===== config.mk =====
export PLATFORM = sky130hd
export DESIGN_NAME = muldiv_sequencer
export DESIGN_NICKNAME = d
export VERILOG_FILES = /design/src/rtl/muldiv_sequencer.sv
export SDC_FILE = /design/constraint.sdc
export NUM_CORES = 1
export LEC_CHECK = 0
export ABC_CLOCK_PERIOD_IN_PS = 9650
export CAP_MARGIN = 15
export CORE_UTILIZATION = 40
export CTS_CLUSTER_DIAMETER = 60
export DETAILED_ROUTE_END_ITERATION = 10
export GPL_ROUTABILITY_DRIVEN = 0
export GPL_TIMING_DRIVEN = 0
export PLACE_DENSITY = 0.64
export REMOVE_ABC_BUFFERS = 1
export SYNTH_ARGS = -nofsm -noshare
export SYNTH_HDL_FRONTEND = slang
export SYNTH_SLANG_ARGS = --single-unit

===== constraint.sdc =====
create_clock -name clk -period 9.65 [get_ports clk]
set_input_delay 2.895 -clock clk [delete_from_list [all_inputs] [get_ports clk]]
set_output_delay 2.895 -clock clk [all_outputs]
set_load 0.1 [all_outputs]

===== src/rtl/muldiv_sequencer.sv =====
// Multi-cycle MULT/MULTU/DIV/DIVU unit owning the architectural HI/LO registers.
// Latency 33 cycles from acceptance to result; start and MTHI/MTLO are ignored while busy.
module muldiv_sequencer (
    input  logic        clk,
    input  logic        rst_n,
    input  logic        start,
    input  logic [1:0]  op,
    input  logic [31:0] op1,
    input  logic [31:0] op2,
    input  logic        mthi,
    input  logic        mtlo,
    input  logic [31:0] wdata,
    output logic        busy,
    output logic        done,
    output logic [31:0] hi,
    output logic [31:0] lo
);

    typedef enum logic [1:0] {IDLE, RUN, FIX} state_t;

    state_t      state, state_nxt;
    logic [1:0]  op_r;
    logic        s1, s2;
    logic [31:0] a_r, b_r;
    logic [4:0]  cnt;
    logic [63:0] acc;

    logic        is_div;
    logic        in_s1, in_s2;
    logic [31:0] in_a, in_b;
    logic [32:0] mul_sum;
    logic [63:0] mul_nxt;
    logic [32:0] rem_sh, diff;
    logic        ge;
    logic [63:0] div_nxt;
    logic [63:0] prod;
    logic [31:0] res_hi, res_lo;

    assign is_div = op_r[1];
    assign busy   = (state != IDLE);

    // op[0]==0 selects the signed variants; unsigned ops latch zero signs so no correction fires
    assign in_s1 = ~op[0] & op1[31];
    assign in_s2 = ~op[0] & op2[31];
    assign in_a  = in_s1 ? -op1 : op1;
    assign in_b  = in_s2 ? -op2 : op2;

    // Multiplier bits and dividend bits are indexed by the counter so the operands stay intact
    assign mul_sum = {1'b0, acc[63:32]} + (b_r[cnt] ? {1'b0, a_r} : 33'd0);
    assign mul_nxt = {mul_sum, acc[31:1]};

    assign rem_sh  = {acc[63:32], a_r[5'd31 - cnt]};
    assign ge      = (rem_sh >= {1'b0, b_r});
    assign diff    = rem_sh - {1'b0, b_r};
    assign div_nxt = {(ge ? diff[31:0] : rem_sh[31:0]), acc[30:0], ge};

    always_comb begin
        prod   = acc;
        res_hi = acc[63:32];
        res_lo = acc[31:0];
        if (!is_div) begin
            if (s1 ^ s2)
                prod = -acc;
            res_hi = prod[63:32];
            res_lo = prod[31:0];
        end else if (b_r == 32'd0) begin
            res_lo = 32'hFFFF_FFFF;
            res_hi = s1 ? -a_r : a_r;
        end else begin
            if (s1 ^ s2)
                res_lo = -acc[31:0];
            if (s1)
                res_hi = -acc[63:32];
        end
    end

    always_comb begin
        state_nxt = state;
        unique case (state)
            IDLE:    if (start) state_nxt = RUN;
            RUN:     if (cnt == 5'd31) state_nxt = FIX;
            FIX:     state_nxt = IDLE;
            default: state_nxt = IDLE;
        endcase
    end

    always_ff @(posedge clk or negedge rst_n) begin
        if (!rst_n)
            state <= IDLE;
        else
            state <= state_nxt;
    end

    always_ff @(posedge clk or negedge rst_n) begin
        if (!rst_n) begin
            op_r <= 2'b00;
            s1   <= 1'b0;
            s2   <= 1'b0;
            a_r  <= 32'd0;
            b_r  <= 32'd0;
            cnt  <= 5'd0;
            acc  <= 64'd0;
            done <= 1'b0;
            hi   <= 32'd0;
            lo   <= 32'd0;
        end else begin
            done <= 1'b0;
            unique case (state)
                IDLE: begin
                    if (start) begin
                        op_r <= op;
                        s1   <= in_s1;
                        s2   <= in_s2;
                        a_r  <= in_a;
                        b_r  <= in_b;
                        cnt  <= 5'd0;
                        acc  <= 64'd0;
                    end else begin
                        if (mthi) hi <= wdata;
                        if (mtlo) lo <= wdata;
                    end
                end
                RUN: begin
                    acc <= is_div ? div_nxt : mul_nxt;
                    cnt <= cnt + 5'd1;
                end
                FIX: begin
                    hi   <= res_hi;
                    lo   <= res_lo;
                    done <= 1'b1;
                end
                default: ;
            endcase
        end
    end

endmodule


==> out/summary.txt, run 1 <==
====================================================================================
Depth of the CTS H-tree                                                            1
Buffer depth of the longest clock path                                             3
Number of routed nets with antenna violations                                      0
Transition at the pin with the smallest max-transition slack                 1100 ps
Final Hold Violating Endpoints                                                     0
Number of resized instances in the post-cts repair step                            0
Wire length of the first global-routing pass                                91500 um
Io pins                                                                          169
Sort of element at the start of the critical path                               flop
Arrival time at the worst endpoint                                           6090 ps
Met3 Track Usage GR                                                            3.26%
Core region area                                                        0.0432 sq mm
Synth Register Bits                                                              203
Initial antenna violation count                                                    1
Met2 Usage GRT                                                                 42.8%
Number of hold buffers added after cts                                             0
Synthesized netlist cell count                                                  2220
Number of max-cap violations                                                       0
Sequential share of the synthesized area                                       29.0%
Final worst-path cycle share                                                   59.0%
1st-iter DRT viols                                                              1687
DRC                                                                                0
Final setup violating endpoints                                                    0
Startpoint of the worst hold path                                              lo[8]
Hold/Removal Path Class                                                 flop to flop
Count of buffers inserted at the top-level ports                                 168
Largest net degree at the start of global routing                                117
Clk Latency, worst-skew pair                                                  560 ps
Detailed-route via count                                                       17300
Final Skew                                                                   19.0 ps
Largest fanout of any net on the critical path                                    24
Top flip-flop cell by instance count after synthesis                    sky130_fd_sc_hd__dfrtp_1
Via count of the first global-routing pass                                     16700
Row count                                                                         76
Congestion Overflow GR                                                             0
Final net count                                                                 2454
Total negative slack for setup checks                                           0 ps
Detailed Route WL                                                           58200 um
TritonCTS clock tree                                                             yes
Area Growth Syn to Fin                                                         17.1%
Distinct cells, synth                                                             81
Run status                                                                 completed
CP Data Required Time                                                       10040 ps
Clock transition at the registers of the reported paths                        60 ps
Global router's overall resource usage                                         25.7%
Global-route track usage on met1                                               33.3%
Critical path class                                                     flop to flop
Time the final worst path needs with I/O delays and setup                    5690 ps
Endpoint kind of the worst setup timing path                                    flop
Avg Cell Area, Syn                                                        7.90 sq um
Crit path from                                                                cnt[1]
Die W                                                                         211 um
Starting density of the core                                                   40.6%
Relative slew margins                                                          26.4%
Number of warnings reported in the yosys synthesis log                             0
Proportion of synthesized flip-flops having asynchronous set or reset           100%
Area of the mapped netlist                                              0.0175 sq mm
Post CTS Setup Buffer Count                                                        0
Number of detailed-routing iterations run before antenna repair                    8
RSZ-0062 raised after global routing                                              no
Inserted Clock Buffers                                                            27
Pins Over Slew Limit                                                               0
Routed WL per cell                                                           20.2 um
Most used routing layer in global routing                                       met2
Hpwl dp                                                                     44300 um
Die extent in y                                                               211 um
Buffer type at the clock tree root                                      sky130_fd_sc_hd__clkbuf_16
Top achievable clock speed                                                   176 MHz
Clk sink count                                                                   203
Count of flip-flops with a built-in enable after synthesis                         0
Die footprint                                                           0.0447 sq mm
Post-DR vias/cell                                                               6.01
Post-layout util                                                               47.6%
Startpoint of the worst register-to-register path                             cnt[1]
Layout cell share with drive strength beyond 1                                 4.83%
====================================================================================
## cells by family (layout without fill, tap and decap cells)
group | after synthesis | after routing | synth area share (%)
adder cells (fa/ha/maj) | 74 | 74 | 5.37
XOR/XNOR | 210 | 210 | 10.5
other | 0 | 1 | 0
buffers and inverters | 227 | 303 | 5.64
flip-flops | 203 | 203 | 29.0
AND/OR/NAND/NOR | 693 | 693 | 19.1
AO/OA/AOI/OAI | 742 | 742 | 25.7
multiplexers | 71 | 71 | 4.70
## placed cells by master, fill, tap and decap left out, types with 41 or more instances in the layout
cell type                         Yosys  final
sky130_fd_sc_hd__xnor2_1            131    130
sky130_fd_sc_hd__xor2_1              79     78
sky130_fd_sc_hd__nand2_1            244    244
sky130_fd_sc_hd__mux2i_1             61     61
sky130_fd_sc_hd__ha_1                72     72
sky130_fd_sc_hd__nor2_1             138    134
sky130_fd_sc_hd__a21oi_1            173    172
sky130_fd_sc_hd__nor3_1              41     41
sky130_fd_sc_hd__dfrtp_1            203    201
sky130_fd_sc_hd__nor2b_1             42     41
sky130_fd_sc_hd__inv_1               68     67
sky130_fd_sc_hd__nand3_1             69     69
sky130_fd_sc_hd__clkdlybuf4s50_1      0    167
sky130_fd_sc_hd__o21ai_0            270    270
## flip-flops by register name, indices dropped and copies added, names as in the netlist, 2 cells and up
signal  cells
hi         32
state       2
cnt         5
b_r        32
lo         32
a_r        32
acc        64
## synthesized netlist by cell type, types with 7 or more instances
cell	number	share of area, %
sky130_fd_sc_hd__mux2i_1	61	3.5
sky130_fd_sc_hd__clkbuf_1	125	2.7
sky130_fd_sc_hd__a211oi_1	24	1.0
sky130_fd_sc_hd__o21ai_0	270	7.7
sky130_fd_sc_hd__ha_1	72	5.1
sky130_fd_sc_hd__a221oi_1	8	0.40
sky130_fd_sc_hd__o22ai_1	39	1.4
sky130_fd_sc_hd__nor2b_1	42	1.5
sky130_fd_sc_hd__o21bai_1	10	0.43
sky130_fd_sc_hd__a22oi_1	20	0.86
sky130_fd_sc_hd__o21a_1	9	0.39
sky130_fd_sc_hd__nor3_1	41	1.2
sky130_fd_sc_hd__buf_1	9	0.19
sky130_fd_sc_hd__xor2_1	79	3.9
sky130_fd_sc_hd__nand4_1	11	0.39
sky130_fd_sc_hd__o41ai_1	17	0.85
sky130_fd_sc_hd__nor2_1	138	3.0
sky130_fd_sc_hd__a31oi_1	23	0.82
sky130_fd_sc_hd__a21o_1	29	1.2
sky130_fd_sc_hd__and3_1	15	0.54
sky130_fd_sc_hd__nand2_1	244	5.2
sky130_fd_sc_hd__or3_1	17	0.61
sky130_fd_sc_hd__o31ai_1	27	1.2
sky130_fd_sc_hd__buf_6	7	0.45
sky130_fd_sc_hd__inv_1	68	1.5
sky130_fd_sc_hd__or4_1	17	0.73
sky130_fd_sc_hd__o21ai_1	8	0.23
sky130_fd_sc_hd__or2_2	9	0.32
sky130_fd_sc_hd__a21oi_1	173	4.9
sky130_fd_sc_hd__mux4_2	9	1.2
sky130_fd_sc_hd__o221ai_1	13	0.65
sky130_fd_sc_hd__xnor2_1	131	6.5
sky130_fd_sc_hd__nand2b_1	22	0.78
sky130_fd_sc_hd__and2_1	9	0.32
sky130_fd_sc_hd__dfrtp_1	203	29
sky130_fd_sc_hd__o211ai_1	17	0.73
sky130_fd_sc_hd__nand3_1	69	2.0
sky130_fd_sc_hd__nor4_1	35	1.2
sky130_fd_sc_hd__buf_2	7	0.20
## critical path, cell delays in order (launching register included)
cell and delay, ps:
sky130_fd_sc_hd__dfrtp_1 880, sky130_fd_sc_hd__nand2b_1 540, sky130_fd_sc_hd__o221ai_1 240, sky130_fd_sc_hd__o22ai_1 200, sky130_fd_sc_hd__a21oi_1 90, sky130_fd_sc_hd__a21oi_2 500, sky130_fd_sc_hd__buf_8 250, sky130_fd_sc_hd__nor2b_1 70
sky130_fd_sc_hd__ha_1 380, sky130_fd_sc_hd__a211o_1 300, sky130_fd_sc_hd__a2111oi_0 710, sky130_fd_sc_hd__o31ai_1 210, sky130_fd_sc_hd__nor3_1 360, sky130_fd_sc_hd__o31ai_1 180, sky130_fd_sc_hd__a21oi_1 220, sky130_fd_sc_hd__o21ba_2 160
sky130_fd_sc_hd__xor2_1 160, sky130_fd_sc_hd__a211oi_1 90
## stage by stage
stage               area (sq um)  cells  hold WS, ps  setup slack (ps)
floorplan                  16800   2062          488              2750
global placement           19200   2815          463             -3020
detailed placement         19600   2833          470              3420
CTS                        20500   2881          483              3970
global route               20500   2881          507              3570
finish                     20500   2882          478              3960
## routing by layer
metal  vias to the layer above  routed length [um]
met5                         -                  10
met4                         2                2530
met3                       165                3840
met2                       665               27200
met1                      8305               24600
li1                       8196                   -
## final timing paths
check | endpoint | slack, ps | cells past startpoint
worst max-delay path | acc[61] | 3960 | 17
worst min-delay path | lo[8] | 480 | 2
max in group asynchronous | s1 | 6230 | 2
worst max register to register | acc[61] | 3960 | 17
worst min register to register | lo[8] | 480 | 2
min in group asynchronous | lo[5] | 2410 | 1
## layout make-up
cell class	instances	area, sq um
fillers	4314	22600
multi-input cells	1790	11500
flip-flops and latches	203	5080
repair buffers	186	2030
clock buffers	37	733
well taps	585	732
inverters	69	259
clock inverters	11	179
diodes	1	2.50
Power of run 1 is not shown: default switching activity piles up to over one toggle a cycle in this logic, so the estimate is an artifact.
==> inputs of run 2 (changes only) <==
--- a/config.mk
+++ b/config.mk
@@ -5,7 +5,7 @@
 export SDC_FILE = /design/constraint.sdc
 export NUM_CORES = 1
 export LEC_CHECK = 0
-export ABC_CLOCK_PERIOD_IN_PS = 9650
+export ABC_CLOCK_PERIOD_IN_PS = 5900
 export CAP_MARGIN = 15
 export CORE_UTILIZATION = 40
 export CTS_CLUSTER_DIAMETER = 60
==> constraint.sdc (replaced) <==
create_clock -name clk -period 5.9 [get_ports clk]
set_input_delay 1.77 -clock clk [delete_from_list [all_inputs] [get_ports clk]]
set_output_delay 1.77 -clock clk [all_outputs]
set_load 0.1 [all_outputs]
==> out/summary.txt, run 2 (synthesis gave the netlist of run 1 again) <==
==============================================================================
Run status                                                           completed
Die footprint                                                     0.0447 sq mm   unchanged
Largest fanout of any net on the critical path                              24   unchanged
Worst setup slack for register-to-register paths                        460 ps   -3500 ps
Number of hold buffers added after cts                                       0   unchanged
# fillers                                                                 4315   +0.023%
Clock transition at the registers of the reported paths                  60 ps   about the same
Count of buffers inserted at the top-level ports                           168   unchanged
Final Skew                                                             19.1 ps   +0.0539 ps
Post-DR vias/cell                                                         6.01   about the same
Crit path from                                                          cnt[1]
Final net count                                                           2454   unchanged
Cell area after layout                                            0.0205 sq mm   about the same
Detailed-route via count                                                 17300   -0.017%
Endpoint kind of the worst setup timing path                              flop
Hold/Removal Path Class                                           flop to flop
Worst-case setup slack after placement                                  255 ps   -3160 ps
Routed WL per cell                                                     20.2 um   about the same
Die extent in y                                                         211 um   unchanged
Transition at the pin with the smallest max-transition slack           1100 ps   unchanged
Final Hold Violating Endpoints                                               0   unchanged
Clk sink count                                                             203   unchanged
Number of detailed-routing iterations run before antenna repair              8   unchanged
Sort of element at the start of the critical path                         flop
Row count                                                                   76   unchanged
Largest net degree at the start of global routing                          117   unchanged
DRC                                                                          0   unchanged
Worst hold slack                                                        478 ps   +0.00100 ps
Arrival time at the worst endpoint                                     5840 ps   -250 ps
Buffer depth of the longest clock path                                       3   unchanged
Capture point of the worst reg-to-reg path                             acc[61]
1st-iter DRT viols                                                        1687   unchanged
Global router's overall resource usage                                   25.7%   unchanged
Number of routed nets with antenna violations                                0   unchanged
TritonCTS clock tree                                                       yes
Critical path class                                               flop to flop
Starting density of the core                                             40.6%   unchanged
Commonest non-fill, non-tap cells in the layout                   sky130_fd_sc_hd__o21ai_0, sky130_fd_sc_hd__nand2_1, sky130_fd_sc_hd__dfrtp_1
Die W                                                                   211 um   unchanged
Io pins                                                                    169   unchanged
Post CTS Setup Buffer Count                                                  0   unchanged
Most common cell after layout, fill and taps aside                sky130_fd_sc_hd__o21ai_0
Post-Place Cell Area                                              0.0196 sq mm   unchanged
Hpwl dp                                                               44300 um   unchanged
Pins Over Slew Limit                                                         0   unchanged
Time the final worst path needs with I/O delays and setup              5440 ps   -251 ps
Clk Latency, worst-skew pair                                            560 ps   about the same
Final setup violating endpoints                                              0   unchanged
Final worst-path cycle share                                             92.3%   +33 points
Inserted Clock Buffers                                                      27   unchanged
Area Growth Syn to Fin                                                   17.1%   about the same
Congestion Overflow GR                                                       0   unchanged
Number of resized instances in the post-cts repair step                      0   unchanged
Setup crit end                                                         acc[61]
Number of max-cap violations                                                 0   unchanged
RSZ-0062 raised after global routing                                        no
Layout cell share with drive strength beyond 1                           4.88%   +0.044 points
Max reg flops                                                               64   unchanged
Detailed Route WL                                                     58200 um   about the same
Top achievable clock speed                                             184 MHz   +4.6%
Register containing the most flip-flops in the final layout                acc
Wire length of the first global-routing pass                          91500 um   unchanged
Depth of the CTS H-tree                                                      1   unchanged
Via count of the first global-routing pass                               16700   unchanged
Setup slack of the critical path after layout                           457 ps   -3500 ps
Relative slew margins                                                    26.4%   unchanged
Reg2reg path depth                                                          17   unchanged
Core region area                                                  0.0432 sq mm   unchanged
Buffer type at the clock tree root                                sky130_fd_sc_hd__clkbuf_16
CP Data Required Time                                                  6290 ps   -3750 ps
Startpoint of the worst register-to-register path                       cnt[1]
Initial antenna violation count                                              1   unchanged
==============================================================================
[run 2: cell counts in the layout (fill, tap and decap cells not counted)]
Identical to the previous run, type by type.
[run 2: per-layer routing]
metal  GRT usage (%)  wire (um)  vias up  share of wire, %
met3            3.26       3850      165               6.6
met5               0         10        -             0.017
li1                -          -     8198                 -
met2            42.8      27200      674                47
met1            33.3      24600     8291                42
met4            11.5       2540        2               4.4
[run 2: cell type report]
cell class / count / area, sq um / area share (%)
clock inverters: 11 / 179 / 0.871
repair buffers: 186 / 2030 / 9.87
inverters: 69 / 259 / 1.26
flip-flops and latches: 203 / 5090 / 24.8
clock buffers: 37 / 733 / 3.57
well taps: 585 / 732 / 3.56
diodes: 1 / 2.50 / 0.0122
multi-input cells: 1790 / 11500 / 56.1
[run 2: critical path, cell delays in order, from the launching register on]
cell,delay [ps]
sky130_fd_sc_hd__dfrtp_2,650
sky130_fd_sc_hd__nand2b_1,520
sky130_fd_sc_hd__o221ai_1,240
sky130_fd_sc_hd__o22ai_1,200
sky130_fd_sc_hd__a21oi_1,90
sky130_fd_sc_hd__a21oi_2,500
sky130_fd_sc_hd__buf_8,250
sky130_fd_sc_hd__nor2b_1,70
sky130_fd_sc_hd__ha_1,380
sky130_fd_sc_hd__a211o_1,300
sky130_fd_sc_hd__a2111oi_0,710
sky130_fd_sc_hd__o31ai_1,210
sky130_fd_sc_hd__nor3_1,360
sky130_fd_sc_hd__o31ai_1,180
sky130_fd_sc_hd__a21oi_1,220
sky130_fd_sc_hd__o21ba_2,160
sky130_fd_sc_hd__xor2_1,160
sky130_fd_sc_hd__a211oi_1,90
[run 2: through the flow]
step	std cells	utilization (%)	TNS, ps
floorplan	2062	-	-26430
global placement	2815	44.5	-1256780
detailed placement	2833	45.5	0
CTS	2881	47.6	0
global route	2881	47.6	0
finish	2882	47.6	0
[run 2: worst min path at each step]
stage                        from       to  cells after the start  slack [ps]
after floorplan           b_r[25]  b_r[25]                      2         490
after global placement     lo[17]   lo[17]                      2         460
after detailed placement    lo[4]    lo[4]                      2         470
final                       lo[8]    lo[8]                      2         480
after CTS                   lo[4]    lo[4]                      2         480
after global routing        lo[2]    lo[2]                      2         510
Power of run 2 is left out for the same reason.
